## src/rtl/nn_pkg.sv

```systemverilog
// Shared constants and state encoding for the softmax / layer / decoder blocks.
package nn_pkg;

  localparam int unsigned NUM_CLASSES = 10;
  localparam int unsigned DATA_W      = 16;
  localparam int unsigned CLASS_ID_W  = $clog2(NUM_CLASSES);
  localparam logic [DATA_W-1:0] Q15_ONE = 16'h8000;

  typedef enum logic [1:0] {
    IDLE,
    SCAN,
    DONE
  } state_t;

endpackage

```

## src/rtl/topk2_update.sv

```systemverilog
// Folds one lane into the running best / runner-up slots; strict compares keep the lower index on ties.
module topk2_update #(
  parameter int unsigned DATA_W = 16,
  parameter int unsigned ID_W   = 4
) (
  input  logic [DATA_W-1:0] v,
  input  logic [ID_W-1:0]   idx,
  input  logic              best_empty,
  input  logic [DATA_W-1:0] best_val,
  input  logic [ID_W-1:0]   best_id,
  input  logic              second_empty,
  input  logic [DATA_W-1:0] second_val,
  input  logic [ID_W-1:0]   second_id,
  output logic              best_empty_next,
  output logic [DATA_W-1:0] best_val_next,
  output logic [ID_W-1:0]   best_id_next,
  output logic              second_empty_next,
  output logic [DATA_W-1:0] second_val_next,
  output logic [ID_W-1:0]   second_id_next
);

  always_comb begin
    best_empty_next   = best_empty;
    best_val_next     = best_val;
    best_id_next      = best_id;
    second_empty_next = second_empty;
    second_val_next   = second_val;
    second_id_next    = second_id;
    if (best_empty || (v > best_val)) begin
      // Old best (possibly empty) drops to runner-up.
      second_empty_next = best_empty;
      second_val_next   = best_val;
      second_id_next    = best_id;
      best_empty_next   = 1'b0;
      best_val_next     = v;
      best_id_next      = idx;
    end else if (second_empty || (v > second_val)) begin
      second_empty_next = 1'b0;
      second_val_next   = v;
      second_id_next    = idx;
    end
  end

endmodule

```

## src/rtl/softmax_argmax_decoder.sv

```systemverilog
// Snapshots a softmax probability vector, scans one lane per cycle and reports top-1/top-2 results.
module softmax_argmax_decoder
  import nn_pkg::*;
#(
  parameter int unsigned NUM_CLASSES = nn_pkg::NUM_CLASSES,
  parameter int unsigned DATA_W      = nn_pkg::DATA_W,
  parameter logic [DATA_W-1:0] CONF_THRESH = 16'h4000,
  localparam int unsigned ID_W  = (NUM_CLASSES > 1) ? $clog2(NUM_CLASSES) : 1,
  localparam int unsigned IDX_W = $clog2(NUM_CLASSES + 1)
) (
  input  logic                          clk,
  input  logic                          rst,
  input  logic [NUM_CLASSES*DATA_W-1:0] softmax_in,
  input  logic                          in_valid,
  output logic                          busy,
  output logic [ID_W-1:0]               class_id,
  output logic [DATA_W-1:0]             class_prob,
  output logic [ID_W-1:0]               second_id,
  output logic [DATA_W-1:0]             margin,
  output logic                          confident,
  output logic                          out_valid,
  output logic                          overrun
);

  state_t            state;
  logic [IDX_W-1:0]  idx;
  logic [DATA_W-1:0] snap [NUM_CLASSES];
  logic [DATA_W-1:0] lane_val;

  logic              best_empty, second_empty;
  logic [DATA_W-1:0] best_val, second_val;
  logic [ID_W-1:0]   best_id, second_id_r;

  logic              best_empty_nxt, second_empty_nxt;
  logic [DATA_W-1:0] best_val_nxt, second_val_nxt;
  logic [ID_W-1:0]   best_id_nxt, second_id_nxt;

  // Lane mux; idx == NUM_CLASSES (finish step) selects nothing.
  always_comb begin
    lane_val = '0;
    for (int unsigned i = 0; i < NUM_CLASSES; i++) begin
      if (idx == IDX_W'(i)) lane_val = snap[i];
    end
  end

  topk2_update #(
    .DATA_W (DATA_W),
    .ID_W   (ID_W)
  ) u_topk2 (
    .v                 (lane_val),
    .idx               (ID_W'(idx)),
    .best_empty        (best_empty),
    .best_val          (best_val),
    .best_id           (best_id),
    .second_empty      (second_empty),
    .second_val        (second_val),
    .second_id         (second_id_r),
    .best_empty_next   (best_empty_nxt),
    .best_val_next     (best_val_nxt),
    .best_id_next      (best_id_nxt),
    .second_empty_next (second_empty_nxt),
    .second_val_next   (second_val_nxt),
    .second_id_next    (second_id_nxt)
  );

  always_ff @(posedge clk) begin
    if (rst) begin
      state        <= IDLE;
      idx          <= '0;
      busy         <= 1'b0;
      best_empty   <= 1'b1;
      best_val     <= '0;
      best_id      <= '0;
      second_empty <= 1'b1;
      second_val   <= '0;
      second_id_r  <= '0;
      class_id     <= '0;
      class_prob   <= '0;
      second_id    <= '0;
      margin       <= '0;
      confident    <= 1'b0;
      out_valid    <= 1'b0;
      overrun      <= 1'b0;
      for (int unsigned i = 0; i < NUM_CLASSES; i++) snap[i] <= '0;
    end else begin
      out_valid <= 1'b0;
      overrun   <= 1'b0;
      case (state)
        IDLE: begin
          if (in_valid) begin
            for (int unsigned i = 0; i < NUM_CLASSES; i++) begin
              snap[i] <= softmax_in[i*DATA_W +: DATA_W];
            end
            best_empty   <= 1'b1;
            second_empty <= 1'b1;
            idx          <= '0;
            busy         <= 1'b1;
            state        <= SCAN;
          end
        end
        SCAN: begin
          overrun <= in_valid;
          if (idx == IDX_W'(NUM_CLASSES)) begin
            // All lanes folded: publish; an empty runner-up reads as value 0, id 0.
            class_id   <= best_id;
            class_prob <= best_val;
            second_id  <= second_empty ? '0 : second_id_r;
            margin     <= best_val - (second_empty ? '0 : second_val);
            confident  <= (best_val >= CONF_THRESH);
            out_valid  <= 1'b1;
            state      <= DONE;
          end else begin
            best_empty   <= best_empty_nxt;
            best_val     <= best_val_nxt;
            best_id      <= best_id_nxt;
            second_empty <= second_empty_nxt;
            second_val   <= second_val_nxt;
            second_id_r  <= second_id_nxt;
            idx          <= idx + 1'b1;
          end
        end
        DONE: begin
          overrun <= in_valid;
          busy    <= 1'b0;
          state   <= IDLE;
        end
        default: state <= IDLE;
      endcase
    end
  end

endmodule

```

## config.mk

```make
export PLATFORM = sky130hd
export DESIGN_NAME = softmax_argmax_decoder
export DESIGN_NICKNAME = d
export VERILOG_FILES = /design/src/rtl/nn_pkg.sv /design/src/rtl/topk2_update.sv /design/src/rtl/softmax_argmax_decoder.sv
export SDC_FILE = /design/constraint.sdc
export NUM_CORES = 1
export LEC_CHECK = 0
export CELL_PAD_IN_SITES_DETAIL_PLACEMENT = 1
export CELL_PAD_IN_SITES_GLOBAL_PLACEMENT = 2
export CORE_MARGIN = 3
export CORE_UTILIZATION = 34
export DETAILED_ROUTE_END_ITERATION = 7
export PLACE_DENSITY_LB_ADDON = 0.25
export SETUP_SLACK_MARGIN = 0.3
export SLEW_MARGIN = 40
export SYNTH_ARGS = -nofsm -noshare
export SYNTH_HDL_FRONTEND = slang
export SYNTH_SLANG_ARGS = --single-unit
```

## constraint.sdc

```tcl
create_clock -name clk -period 6.45 [get_ports clk]
set_input_delay 0.645 -clock clk [delete_from_list [all_inputs] [get_ports clk]]
set_output_delay 0.645 -clock clk [all_outputs]
set_load 0.1 [all_outputs]
```

==> results by stage <==
Clocking:
- In this run the number of H-tree levels came out at 1.
- The clock root buffer master is sky130_fd_sc_hd__clkbuf_16.
- The setup fix buffers added after clock tree synthesis is 0.
- The later pin in the worst-skew pair is clocked with a latency of 580 ps.
- Hold repair after CTS inserted 0 buffers.
- The number of gates resized after CTS was 0.
- The clock tree from TritonCTS is done.
- The clock transition at the register clock pins on the worst setup and hold paths after CTS is approximately 60 ps.
- Counting every sink on the clock net gives ~250.
- The number of buffers created by CTS is 30.
- The clock passes through at most 3 buffers.

Route:
- After detailed routing, the number of remaining DRC violations is 0.
- The first-iteration detailed-routing DRC count is 566.
- For this run, the detailed router's first-pass iteration total came to 5.
- The via count of the routed design is between 9k and 10k.
- The mean routed wirelength per cell is 19.4 um.
- The post-detailed-route via-to-cell ratio is between 5 and 6.
- The final layout contains routed wiring with a total length of 35,800 um.
- Once detail routing completed, the nets flagged for antenna violations numbered 0.

Placed design:
- The standard cell area after detailed placement is ~15,000 um2.
- The weighted congestion at the end of routability-driven global placement is roughly 0.8.
- Detailed placement finished with a half-perimeter wire length of between 20,000 and 30,000 um.
- During placement, the flow inserted port buffers numbering 206.

Die:
- In this run the standard cell core region covers roughly 36,000 um2.
- The number of top-level design ports is roughly 210.
- The effective utilization at floorplan is roughly 35%.
- Row generation in the floorplan step produced 69 rows.
- In this run the horizontal extent of the chip is around 200 um.
- The overall die area is 38,600 um2.
- The vertical die dimension is roughly 200 um.

Logic synthesis:
- The number of enable-type register cells in the synthesized netlist is 160.
- Yosys printed 0 warnings.
- The synthesized area per cell is roughly 10 um2.
- The net count after synthesis is around 1.4k.
- The count of mapped cells out of synthesis is ~1.2k.
- The post-synthesis register bit count is around 250.
- The sequential share of the synthesized area is a little over half.
- In this run the cell area of the synthesized design comes to 12,300 um2.
- The dominant register cell in the synthesized netlist is sky130_fd_sc_hd__edfxtp_1.
- The share of flip-flops with an asynchronous set or reset after synthesis is 0%.
- The number of distinct library cells after synthesis is 66.

Worst hold path:
- The path with the worst hold slack has its endpoint at second_id[2].
- The hold path startpoint is second_id[2].
- The kind of path behind the tightest hold check is reg2reg.
- The worst hold path passes through 2 cells.

Worst setup path:
- The data arrival time of the critical path is 5660 ps.
- The setup path with the least slack is of type reg2reg.
- Setup slack on the worst reg-to-reg path comes out at 1240 ps.
- STA puts the critical path data required time at about 6900 ps.
- The category of the worst setup path launch point is a flop.
- The end of the worst register-to-register path is second_id_r[2].
- Of all nets on the critical path, the largest fanout is 21.
- The path depth of the worst reg2reg path is 16.
- The reg-to-reg startpoint is idx[1].
- The nature of the critical path endpoint is a flop.

GRT:
- For met2 alone, demand over resource in global routing was 31.0%.
- For this run, global-route usage on met1 was measured as between 20% and 30%.
- Across every metal layer, demand over resource in global routing totals a little under a fifth.
- The number of antenna violations at the first check in global routing came to 0.
- The maximum number of pins on one net before global-route repair is approximately 160.
- The number of global-route vias before repair is ~10k.
- The overall overflow remaining after global route is 0.
- The first global-routing pass estimated about 56,000 um of wire.
- In the global route stage, met3 resource usage came out at 3.11%.
- met2 is the most crowded layer.

STA:
- The number of hold-slack violations in the final timing report is 0.
- The count of final max-slew check failures was 0.
- Setup repair after global routing left no endpoint under its margin.
- The worst-case headroom to the max-slew limit is around 48%.
- The total negative slack for setup checks is 0 ps.
- For this run, the top clock speed supported by timing is between 150 and 200 MHz.
- The final count of negative-setup-slack endpoints is 0.
- The largest clock skew in the final design is between 30 and 40 ps.
- The worst hold slack is 447 ps.
- Subtracting the final worst setup slack from the clock period gives ~5200 ps.
- For the pin with the worst max-slew slack, the measured transition is a little under 800 ps.
- The final critical-path share of the clock period is between 80% and 90%.

Pwr:
- IR analysis of the VDD net gives a maximum drop of 0.186 mV.
- The analysis attributes to cell leakage a power of between 5 and 6 nW.
- The power density over the cells is about 280 nW/um2.

Cells and area:
- The antenna diode count is 0.
- The library cells used most frequently in the layout, excluding fill and tap cells, are sky130_fd_sc_hd__and2_1 (164), sky130_fd_sc_hd__clkdlybuf4s50_1 (161), sky130_fd_sc_hd__edfxtp_1 (160).
- The count of filler cells inserted in the layout is slightly below 4k.
- The net total in the final layout is about 1.6k.
- The utilization of the core after routing is 43.7%.
- The most frequent standard cell in the layout excluding fill and tap cells is sky130_fd_sc_hd__and2_1.
- Relative to the synthesized area, the layout overhead comes to 26.3%.
- The fraction of final layout cells with drive strength greater than 1 is roughly a tenth.
- The area of all placed cells without fillers is around 16,000 um2.

Run:
- Max-cap violations in this run came to 0.

Run status:
- The flow ran to the end, and the final reports show no timing, DRC or antenna violations.
-- critical path, stage by stage, from the launching register on --
cell and delay (ps):
sky130_fd_sc_hd__dfxtp_1 370, sky130_fd_sc_hd__inv_1 130, sky130_fd_sc_hd__ha_1 460, sky130_fd_sc_hd__nand3b_1 600, sky130_fd_sc_hd__nand2b_1 660, sky130_fd_sc_hd__nor3_1 120, sky130_fd_sc_hd__nor2_1 270, sky130_fd_sc_hd__o21ai_1 260
sky130_fd_sc_hd__ha_1 400, sky130_fd_sc_hd__nand2_1 80, sky130_fd_sc_hd__or4_4 550, sky130_fd_sc_hd__a21o_1 200, sky130_fd_sc_hd__a31o_1 240, sky130_fd_sc_hd__o21ai_4 200, sky130_fd_sc_hd__buf_8 250, sky130_fd_sc_hd__nor2_1 70
sky130_fd_sc_hd__a311oi_2 230
-- sequential cells by signal (all words and copies together), names as in the netlist, 16 cells and up --
name,cells
best_val,16
class_prob,16
margin,16
second_val,16
snap,160
-- per-layer routing --
metal / wire (um) / vias to the layer above
li1: - / 4567
met2: 16900 / 232
met5: 0 / -
met4: 853 / 0
met3: 1830 / 49
met1: 16200 / 4425
-- final cells by class --
type | count | area [um2] | area share (%)
sequential | 252 | 6650 | 42.7
multi-input combinational | 813 | 5200 | 33.4
timing repair buffer | 219 | 1970 | 12.7
clock buffer | 37 | 837 | 5.38
tap | 461 | 577 | 3.71
clock inverter | 19 | 181 | 1.17
inverter | 40 | 150 | 0.965
-- how the worst max path moves through the flow --
stage,startpoint,endpoint,slack (ps),cells after the start
after floorplan,rst,snap[0][0],1550,3
after global placement,idx[0],second_val[15],1440,14
after detailed placement,idx[0],second_val[4],1240,15
after CTS,idx[0],second_val[15],1240,14
after global routing,idx[1],second_val[4],670,15
final,idx[1],second_id_r[2],1240,16
-- where the power goes --
group | leakage (nW) | total (W) | switching, W | internal (W)
sequential | 2.49 | 0.00193 | 0.0000721 | 0.00185
combinational | 2.90 | 0.000703 | 0.000394 | 0.000309
clock | 0.504 | 0.00169 | 0.000685 | 0.00100
total | 5.89 | 0.00432 | 0.00115 | 0.00317
-- synth_stat cells (3+ instances only) --
cell                         n  area (um2)
sky130_fd_sc_hd__a211oi_1   28         210
sky130_fd_sc_hd__a21boi_0    3        22.5
sky130_fd_sc_hd__a21boi_1    3        22.5
sky130_fd_sc_hd__a21o_1      6        45.0
sky130_fd_sc_hd__a21oi_1    76         380
sky130_fd_sc_hd__a221oi_1   18         158
sky130_fd_sc_hd__a222oi_1    3        30.0
sky130_fd_sc_hd__a22oi_1    25         188
sky130_fd_sc_hd__a311oi_1    3        26.3
sky130_fd_sc_hd__a311oi_2   12         180
sky130_fd_sc_hd__a31oi_1     3        18.8
sky130_fd_sc_hd__and2_1    164        1030
sky130_fd_sc_hd__and3_1      6        37.5
sky130_fd_sc_hd__buf_2      14        70.1
sky130_fd_sc_hd__buf_4       6        45.0
sky130_fd_sc_hd__buf_6       4        45.0
sky130_fd_sc_hd__clkbuf_1   47         176
sky130_fd_sc_hd__dfxtp_1    92        1840
sky130_fd_sc_hd__edfxtp_1  160        4800
sky130_fd_sc_hd__ha_1       54         676
sky130_fd_sc_hd__inv_1      40         150
sky130_fd_sc_hd__mux2i_1     4        40.0
sky130_fd_sc_hd__nand2_1   117         439
sky130_fd_sc_hd__nand2b_1   20         125
sky130_fd_sc_hd__nand3_1    17        85.1
sky130_fd_sc_hd__nand3b_1    7        52.6
sky130_fd_sc_hd__nand4_1     8        50.1
sky130_fd_sc_hd__nor2_1     93         349
sky130_fd_sc_hd__nor2b_1     8        50.1
sky130_fd_sc_hd__nor3_1     30         150
sky130_fd_sc_hd__o211ai_1    8        60.1
sky130_fd_sc_hd__o21a_1      4        30.0
sky130_fd_sc_hd__o21ai_0    14        70.1
sky130_fd_sc_hd__o21ai_1    12        60.1
sky130_fd_sc_hd__o22ai_1    15        93.8
sky130_fd_sc_hd__o31ai_1     3        22.5
sky130_fd_sc_hd__or3_1       3        18.8
sky130_fd_sc_hd__xnor2_1     8        70.1
sky130_fd_sc_hd__xor2_1      4        35.0
-- per-stage QoR --
stage,setup slack (ps),std cells,power [W]
after floorplan,1550,1178,0.00239
after global placement,1440,1782,0.00265
after detailed placement,1240,1784,0.00267
after CTS,1240,1840,0.00438
after global routing,675,1841,0.00453
final,1240,1841,0.00432
-- cells by family after synthesis --
kind of cell,count (synthesis),synth area share (%)
AO/OA/AOI/OAI,254,14.6
buffers and inverters,113,4.02
adder cells (fa/ha/maj),55,5.65
multiplexers,4,0.325
flip-flops,252,53.9
XOR/XNOR,12,0.853
AND/OR/NAND/NOR,488,20.6
Note: power is estimated with default switching activity, not from simulation.
